File: src/rtl/fifo_param_pkg.sv
// rtl/fifo_param_pkg.sv - shared FIFO widths and skid-buffer types
package fifo_param_pkg;

  localparam int FIFO_WIDTH = 8;
  localparam int SKID_DEPTH = 2;

  typedef logic [FIFO_WIDTH-1:0] fifo_word_t;
  typedef logic [1:0]            skid_occ_t;

endpackage

File: src/rtl/fifo_skid_buf.sv
// rtl/fifo_skid_buf.sv - 2-entry skid buffer with same-cycle push+pop
//
// Ports:
//   CLK, nRST  clock, asynchronous active-low reset
//   push       write push_data at the tail this cycle
//   push_data  word to write
//   pop        remove the head this cycle (caller guarantees occ != 0)
//   occ        current occupancy 0..2
//   head       buf0, the oldest entry
module fifo_skid_buf
  import fifo_param_pkg::*;
#(
  parameter int DATA_W = FIFO_WIDTH
) (
  input  logic              CLK,
  input  logic              nRST,
  input  logic              push,
  input  logic [DATA_W-1:0] push_data,
  input  logic              pop,
  output skid_occ_t         occ,
  output logic [DATA_W-1:0] head
);

  logic [DATA_W-1:0] buf0, buf1;
  logic [DATA_W-1:0] buf0_next, buf1_next;
  skid_occ_t         occ_after_pop, occ_next;

  always_comb begin
    occ_after_pop = occ - skid_occ_t'(pop);
    occ_next      = occ_after_pop + skid_occ_t'(push);
    buf0_next     = buf0;
    buf1_next     = buf1;
    if (pop) buf0_next = buf1;
    // The tail is judged after the pop has shifted, so a push that
    // coincides with a pop lands directly behind the new head.
    if (push) begin
      if (occ_after_pop == '0) buf0_next = push_data;
      else                     buf1_next = push_data;
    end
  end

  always_ff @(posedge CLK or negedge nRST) begin
    if (!nRST) begin
      occ  <= '0;
      buf0 <= '0;
      buf1 <= '0;
    end else begin
      occ  <= occ_next;
      buf0 <= buf0_next;
      buf1 <= buf1_next;
    end
  end

  assign head = buf0;

endmodule

File: src/rtl/fifo_rd_drain.sv
// rtl/fifo_rd_drain.sv - drains FIFO read side into a valid/ready stream
//
// Ports:
//   CLK, nRST     clock, asynchronous active-low reset
//   en            drain enable; low blocks new FIFO reads
//   fifo_empty    FIFO empty flag
//   fifo_rd_data  FIFO read data, one cycle after fifo_rd_en
//   fifo_rd_err   FIFO read error, aligned with fifo_rd_data
//   fifo_rd_en    FIFO pop request
//   out_valid     out_data holds a word
//   out_ready     sink accepts out_data
//   out_data      head of the skid buffer
//   word_cnt      delivered words, saturating
//   err_cnt       errored read responses, saturating
//   busy          words buffered or a read in flight
module fifo_rd_drain
  import fifo_param_pkg::*;
#(
  parameter int DATA_W = FIFO_WIDTH,
  parameter int CNT_W  = 16
) (
  input  logic              CLK,
  input  logic              nRST,
  input  logic              en,
  input  logic              fifo_empty,
  input  logic [DATA_W-1:0] fifo_rd_data,
  input  logic              fifo_rd_err,
  output logic              fifo_rd_en,
  output logic              out_valid,
  input  logic              out_ready,
  output logic [DATA_W-1:0] out_data,
  output logic [CNT_W-1:0]  word_cnt,
  output logic [CNT_W-1:0]  err_cnt,
  output logic              busy
);

  skid_occ_t  occ;
  logic       inflight;
  logic       pop;
  logic       push;
  logic       ret_err;
  logic [2:0] fill;

  assign pop     = out_valid && out_ready;
  assign push    = inflight && !fifo_rd_err;
  assign ret_err = inflight && fifo_rd_err;

  // Slots already committed: stored words plus the one still returning.
  assign fill = {1'b0, occ} + {2'b00, inflight};

  // A pop this cycle frees a slot in time for the response two edges out,
  // which is what keeps full rate under a ready sink. Gated by nRST so no
  // pop request escapes while the block is held in reset.
  assign fifo_rd_en = nRST && en && !fifo_empty &&
                      ((fill < 3'(SKID_DEPTH)) || pop);

  fifo_skid_buf #(.DATA_W(DATA_W)) u_skid (
    .CLK       (CLK),
    .nRST      (nRST),
    .push      (push),
    .push_data (fifo_rd_data),
    .pop       (pop),
    .occ       (occ),
    .head      (out_data)
  );

  assign out_valid = (occ != '0);
  assign busy      = (occ != '0) || inflight;

  always_ff @(posedge CLK or negedge nRST) begin
    if (!nRST) begin
      inflight <= 1'b0;
      word_cnt <= '0;
      err_cnt  <= '0;
    end else begin
      inflight <= fifo_rd_en;
      if (pop && (word_cnt != '1))     word_cnt <= word_cnt + 1'b1;
      if (ret_err && (err_cnt != '1))  err_cnt  <= err_cnt + 1'b1;
    end
  end

  always_ff @(posedge CLK) begin
    if (nRST) begin
      assert (fill <= 3'(SKID_DEPTH))
        else $fatal(1, "fifo_rd_drain: occ + inflight exceeds skid depth");
    end
  end

endmodule

File: config.mk
export PLATFORM = sky130hd
export DESIGN_NAME = fifo_rd_drain
export DESIGN_NICKNAME = d
export VERILOG_FILES = /design/src/rtl/fifo_param_pkg.sv /design/src/rtl/fifo_skid_buf.sv /design/src/rtl/fifo_rd_drain.sv
export SDC_FILE = /design/constraint.sdc
export NUM_CORES = 1
export LEC_CHECK = 0
export BUFFER_PORTS_ARGS = -buffer_cell sky130_fd_sc_hd__buf_4
export CORE_UTILIZATION = 25
export CTS_CLUSTER_DIAMETER = 50
export DETAILED_ROUTE_END_ITERATION = 12
export MAX_ROUTING_LAYER = met4
export PLACE_DENSITY = 0.43
export SKIP_CTS_REPAIR_TIMING = 1
export SLEW_MARGIN = 10
export SYNTH_ARGS = -nofsm -noshare
export SYNTH_HDL_FRONTEND = slang
export SYNTH_HIERARCHICAL = 1
export SYNTH_SLANG_ARGS = --single-unit
File: constraint.sdc
create_clock -name CLK -period 2.95 [get_ports CLK]
set_clock_uncertainty 0.2 [all_clocks]
set_input_delay 0.1475 -clock CLK [delete_from_list [all_inputs] [get_ports CLK]]
set_output_delay 0.1475 -clock CLK [all_outputs]
set_load 0.005 [all_outputs]
# Word-level counts from Yosys, hierarchy flattened

Cells that the tools add are included.

Bits in registers: 51
Bits of input ports: 14
Output and inout port bits: 43
Word-level logic and storage cells: 33

Add/sub/neg operators: 5
Order comparisons: 1
Equal/unequal tests: 2
Multiplexer cells: 3
Bitwise operators: 1
Reduce and logical (&&, ||, !) cells: 15

Operator list:

| operator                | number |
|---|---|
| $add A16 B1 Y16 const B | 2 |
| $ne A16 B16 Y1 const B  | 2 |
| $mux W8                 | 3 |
| $logic_and A1 B1 Y1     | 8 |
| $add A2 B1 Y3           | 1 |
| $lt A3 B2 Y1 const B    | 1 |
| $add A2 B1 Y2           | 1 |
| $logic_not A1 Y1        | 2 |
| $logic_not A2 Y1        | 1 |
| $logic_or A1 B1 Y1      | 2 |
| $reduce_and A2 Y1       | 1 |
| $reduce_bool A2 Y1      | 1 |
| $sub A2 B1 Y2           | 1 |
| $not A1 Y1              | 1 |

# Depth between registers and ports, before layout

Word-level depth: 6
Gate-level depth with buffers: 7
Gate-level depth less buffers: 7

# Hierarchy

Netlist, hierarchy kept.

Modules (own cells, without submodules):

| module        | instances | cells an instance | area an instance (um^2) | sequential area each (um^2) |
|---|---|---|---|---|
| fifo_rd_drain | 1         | 167               | 1,774.2                 | 825.8 |
| fifo_skid_buf | 1         | 60                | 780.7                   | 450.4 |

# Least setup slack after synthesis

OpenSTA, ideal clock, no wires.

Path kind: reg2reg
From: register u_skid.occ[1]
To: register u_skid.buf1[0]
Library setup time: 125 ps
Arrival: 1,852 ps
Data required time: 2,625 ps
Path slack: 773 ps
Stages on the path, launching flop included: 7
Path buffers: 0
Period minus slack after synthesis: 2,177 ps
Cell sequence: dfrtp_1 > or2_1 > and2_1 > ha_1 > inv_2 > o21ai_4 > mux2_2

Word-level cells in the longest chain between the ends: 6

RTL lines:

| what                        | RTL line            | source |
|---|---|---|
| from (decl)                 | fifo_skid_buf.sv:20 | `output skid_occ_t occ,` |
| from (signal assigned)      | fifo_skid_buf.sv:48 | `occ <= occ_next;` |
| $reduce_bool A2 Y1          | fifo_rd_drain.sv:67 | `assign out_valid = (occ != '0);` |
| named net out_valid         | fifo_rd_drain.sv:29 | `output logic out_valid,` |
| $logic_and A1 B1 Y1         | fifo_rd_drain.sv:44 | `assign pop = out_valid && out_ready;` |
| named net pop               | fifo_rd_drain.sv:39 | `logic pop;` |
| $sub A2 B1 Y2               | fifo_skid_buf.sv:29 | `occ_after_pop = occ - skid_occ_t'(pop);` |
| $logic_not A2 Y1            | fifo_skid_buf.sv:37 | `if (occ_after_pop == '0) buf0_next = push_data;` |
| $not A1 Y1 (no line)        | n/a                 |  |
| $reduce_and A2 Y1 (no line) | n/a                 |  |
| to (signal assigned)        | fifo_skid_buf.sv:50 | `buf1 <= buf1_next;` |
| to (decl)                   | fifo_skid_buf.sv:24 | `logic [DATA_W-1:0] buf0, buf1;` |

The timed path passes the listed nets, and every way through them passes these cells.
A chain may end at the register's enable or synchronous reset.

# Worst setup path in the final report

From: register u_skid.occ[1]
To: register u_skid.buf1[0]

Word-level cells in the longest chain between the ends: 6

RTL lines:

| what                        | RTL line |
|---|---|
| $reduce_bool A2 Y1          | fifo_rd_drain.sv:67 |
| $logic_and A1 B1 Y1         | fifo_rd_drain.sv:44 |
| named net pop               | fifo_rd_drain.sv:39 |
| $sub A2 B1 Y2               | fifo_skid_buf.sv:29 |
| $logic_not A2 Y1            | fifo_skid_buf.sv:37 |
| $not A1 Y1 (no line)        | n/a |
| $reduce_and A2 Y1 (no line) | n/a |

The timed path passes the listed nets, and every way through them passes these cells.

==> impl_metrics.py <==
metrics = {
    "outcome": {
        "run_status": "complete, no violations",
    },
    "sta": {
        "fin_tns_setup_ns": 0,
        "timing_max_transition_violations_final": 0,
        "least_margin_pin_slew_ns": 0.667,
        "report.final.setup_viol": 0,
        "timing.max_slew.rel_slack_pct": 55.6,
        "worst_slack_ns": 0.643,
        "min_period_over_period_pct": 78.2,
        "setup_repair_after_global_routing_missed_its_margin": "false",
        "hold_viol": 0,
        "timing.fmax_mhz": 433,
        "fin_crit_ns": 2.31,
    },
    "cts": {
        "ctsLongestPathBuffers": 2,
        "numCtsBuffers": 5,
        "worstSkewPairLatency_ns": 0.30,
        "cts_max_level": 2,
        "cts.sink_count": 51,
        "cts_tree": "built",
        "clockRootBuffer": "sky130_fd_sc_hd__clkbuf_8",
        "path_clk_slew_ns": 0.09,
    },
    "min_path": {
        "worstHoldPathType": "input port to register",
    },
    "logic_synthesis": {
        "synth_warnings": 6,
        "synth-seq-cells": 51,
        "synth_area_um2": 2550,
        "synth_sequential_area_ratio_pct": 50.0,
        "post_synth.cell_area_avg_um2": 11.3,
        "syn-num-nets": 245,
        "synthesis.instances": 227,
        "netlist-cell-type-count": 49,
    },
    "die": {
        "fp-row-count": 36,
        "core_um2": 9820,
        "floorplan.die.height_um": 103,
        "initial_utilization_pct": 26.0,
        "die_w_um": 103,
        "i_o_pin_count": 57,
        "die_area_um2": 10600,
    },
    "grt": {
        "gr-usage-all-layers_pct": 12.5,
        "initial_antenna_violation_count": 0,
        "first_pass_grt_wire_length_um": 9830,
        "grt_start_max_net_pins": 52,
        "grt_overflow_total": 0,
        "number_of_global_route_vias_before_repair": 1922,
    },
    "routing": {
        "wl_per_cell_um": 13.5,
        "route.final.wire_length_um": 5820,
        "vias_per_cell": 4.51,
        "first_iter_violations": 45,
        "detailroute.via_count": 1948,
        "route.antenna.remaining_nets": 0,
        "drt_drc_violations_left": 0,
        "firstDrtPassIters": 4,
    },
    "cells_and_area": {
        "antennaDiodeCount": 0,
        "drive_above_1_share_pct": 29.1,
        "layout.cells.most_common": "sky130_fd_sc_hd__buf_4",
        "n_fill_cell": 1049,
        "synthToLayoutAreaGrowth_pct": 29.8,
        "mostFrequentLayoutCells": "sky130_fd_sc_hd__buf_4, sky130_fd_sc_hd__dfrtp_1, sky130_fd_sc_hd__nor2_1",
        "nets": 318,
        "finish.instance_area_um2": 3320,
    },
    "place": {
        "numPortBuffers": 56,
        "dpl_cell_area_um2": 3130,
        "dp.final_hpwl_um": 4270,
        "place_worst_setup_slack_ns": 0.607,
        "gp_congestion": 0.729,
    },
    "power": {
        "power_leakage_uw": 0.00153,
        "power.density_cell_area_nw_per_um2": 658,
        "vdd_ir_drop_max_mv": 0.303,
    },
    "critical_path": {
        "critPathCaptureType": "register",
        "worst_ep_arrival_time_ns": 2.29,
        "critPathMaxFanout": 9,
        "startpoint_type": "register",
        "critical_path_required_ns": 2.94,
        "type_of_the_setup_path_with_the_least_slack": "register to register",
    },
    "job": {
        "maxCapViolations": 0,
    },
}
final timing paths:
path	start	endpoint	slack, ns	cells after the start
hold / removal	fifo_rd_err	err_cnt[2]$_DFFE_PN0P_	0.06	3
min in group asynchronous	nRST	word_cnt[13]$_DFFE_PN0P_	0.33	3
max in group asynchronous	nRST	err_cnt[0]$_DFFE_PN0P_	1.79	3
setup reg to reg	u_skid/occ[1]$_DFF_PN0_	u_skid/buf1[0]$_DFFE_PN0P_	0.64	6
hold reg to reg	u_skid/buf1[5]$_DFFE_PN0P_	u_skid/buf1[5]$_DFFE_PN0P_	0.32	1
setup / recovery	u_skid/occ[1]$_DFF_PN0_	u_skid/buf1[0]$_DFFE_PN0P_	0.64	6
layout make-up:
class | count | area, um^2 | share of cell area (%)
flip-flops and latches | 51 | 1280 | 38.5
multi-input cells | 167 | 1230 | 37.2
repair buffers | 69 | 546 | 16.5
well taps | 133 | 166 | 5.02
clock buffers | 6 | 72.6 | 2.19
inverters | 6 | 22.5 | 0.679
power breakdown:
group	internal, uW	switching, uW
registers	900	194
logic	411	302
clock network	159	215
per-layer routing:
layer	up-vias	part of all wire [%]	wire, um	global-route usage, %
met2	39	45	2620	18.6
met3	6	4.0	235	2.85
met1	940	50	2900	16.8
met4	0	1.1	62	3.58
met5	-	0	0	-
li1	963	-	-	-
cells by family after synthesis:
logic type | Yosys count | synth area share, %
and+or+nand+nor | 92 | 22.7
DFF | 51 | 50.0
AOI/OAI and AO/OA | 28 | 7.20
xor gates and xnor gates | 22 | 7.54
muxes | 21 | 8.86
buffers and inverters | 9 | 1.81
adders and majority gates | 4 | 1.96
per-stage QoR:
| stage | power [uW] | instances | hold WS [ns] | util [%] |
|---|---|---|---|---|
| global placement | 1820 | 415 | 0.123 | 31.9 |
| floorplan | 1450 | 227 | -0.348 | - |
| CTS | 2230 | 421 | -0.195 | 32.6 |
| finish | 2180 | 432 | 0.0642 | 33.8 |
| global route | 2370 | 432 | 0.121 | 33.8 |
| detailed placement | 1830 | 415 | 0.133 | 31.9 |
cells in the mapped netlist (all sizes together):
cell	count	area [um^2]
a21boi	2	15.0
nand4	7	73.8
and4	2	17.5
or4	1	7.51
dfrtp	51	1280
mux2i	8	80.1
nor4b	1	15.0
o22a	1	8.76
nor2b	1	6.26
and3	2	12.5
nor3	14	80.1
nand3b	1	11.3
a211oi	1	7.51
inv	6	22.5
nand2b	1	6.26
or2	3	18.8
xnor2	9	78.8
nor4	6	80.1
nor3b	1	12.5
and4bb	1	12.5
o2111ai	2	17.5
o21ai	4	31.3
o211ai	1	7.51
buf	2	18.8
nor2	21	81.3
a41oi	1	8.76
xor2	13	114
a21oi	13	65.1
or3	4	25.0
nand2	12	47.6
ha	4	50.1
mux2	13	146
a31oi	2	12.5
nand3	13	65.1
o211a	1	10.0
clkbuf	1	5.00
and2	1	6.26
registers in the layout, summed over array words and instances (netlist names):
signal	cells
err_cnt	16
word_cnt	16
u_skid/buf1	8
u_skid/head	8
u_skid/occ	2
inflight	1
worst max-delay path: stages (launching register included):
cell and delay [ns]:
sky130_fd_sc_hd__dfrtp_1 0.49, sky130_fd_sc_hd__or2_1 0.28, sky130_fd_sc_hd__and2_1 0.17, sky130_fd_sc_hd__ha_1 0.32, sky130_fd_sc_hd__inv_2 0.06, sky130_fd_sc_hd__o21ai_4 0.30, sky130_fd_sc_hd__mux2_2 0.38
(Power assumes the default switching activity.)
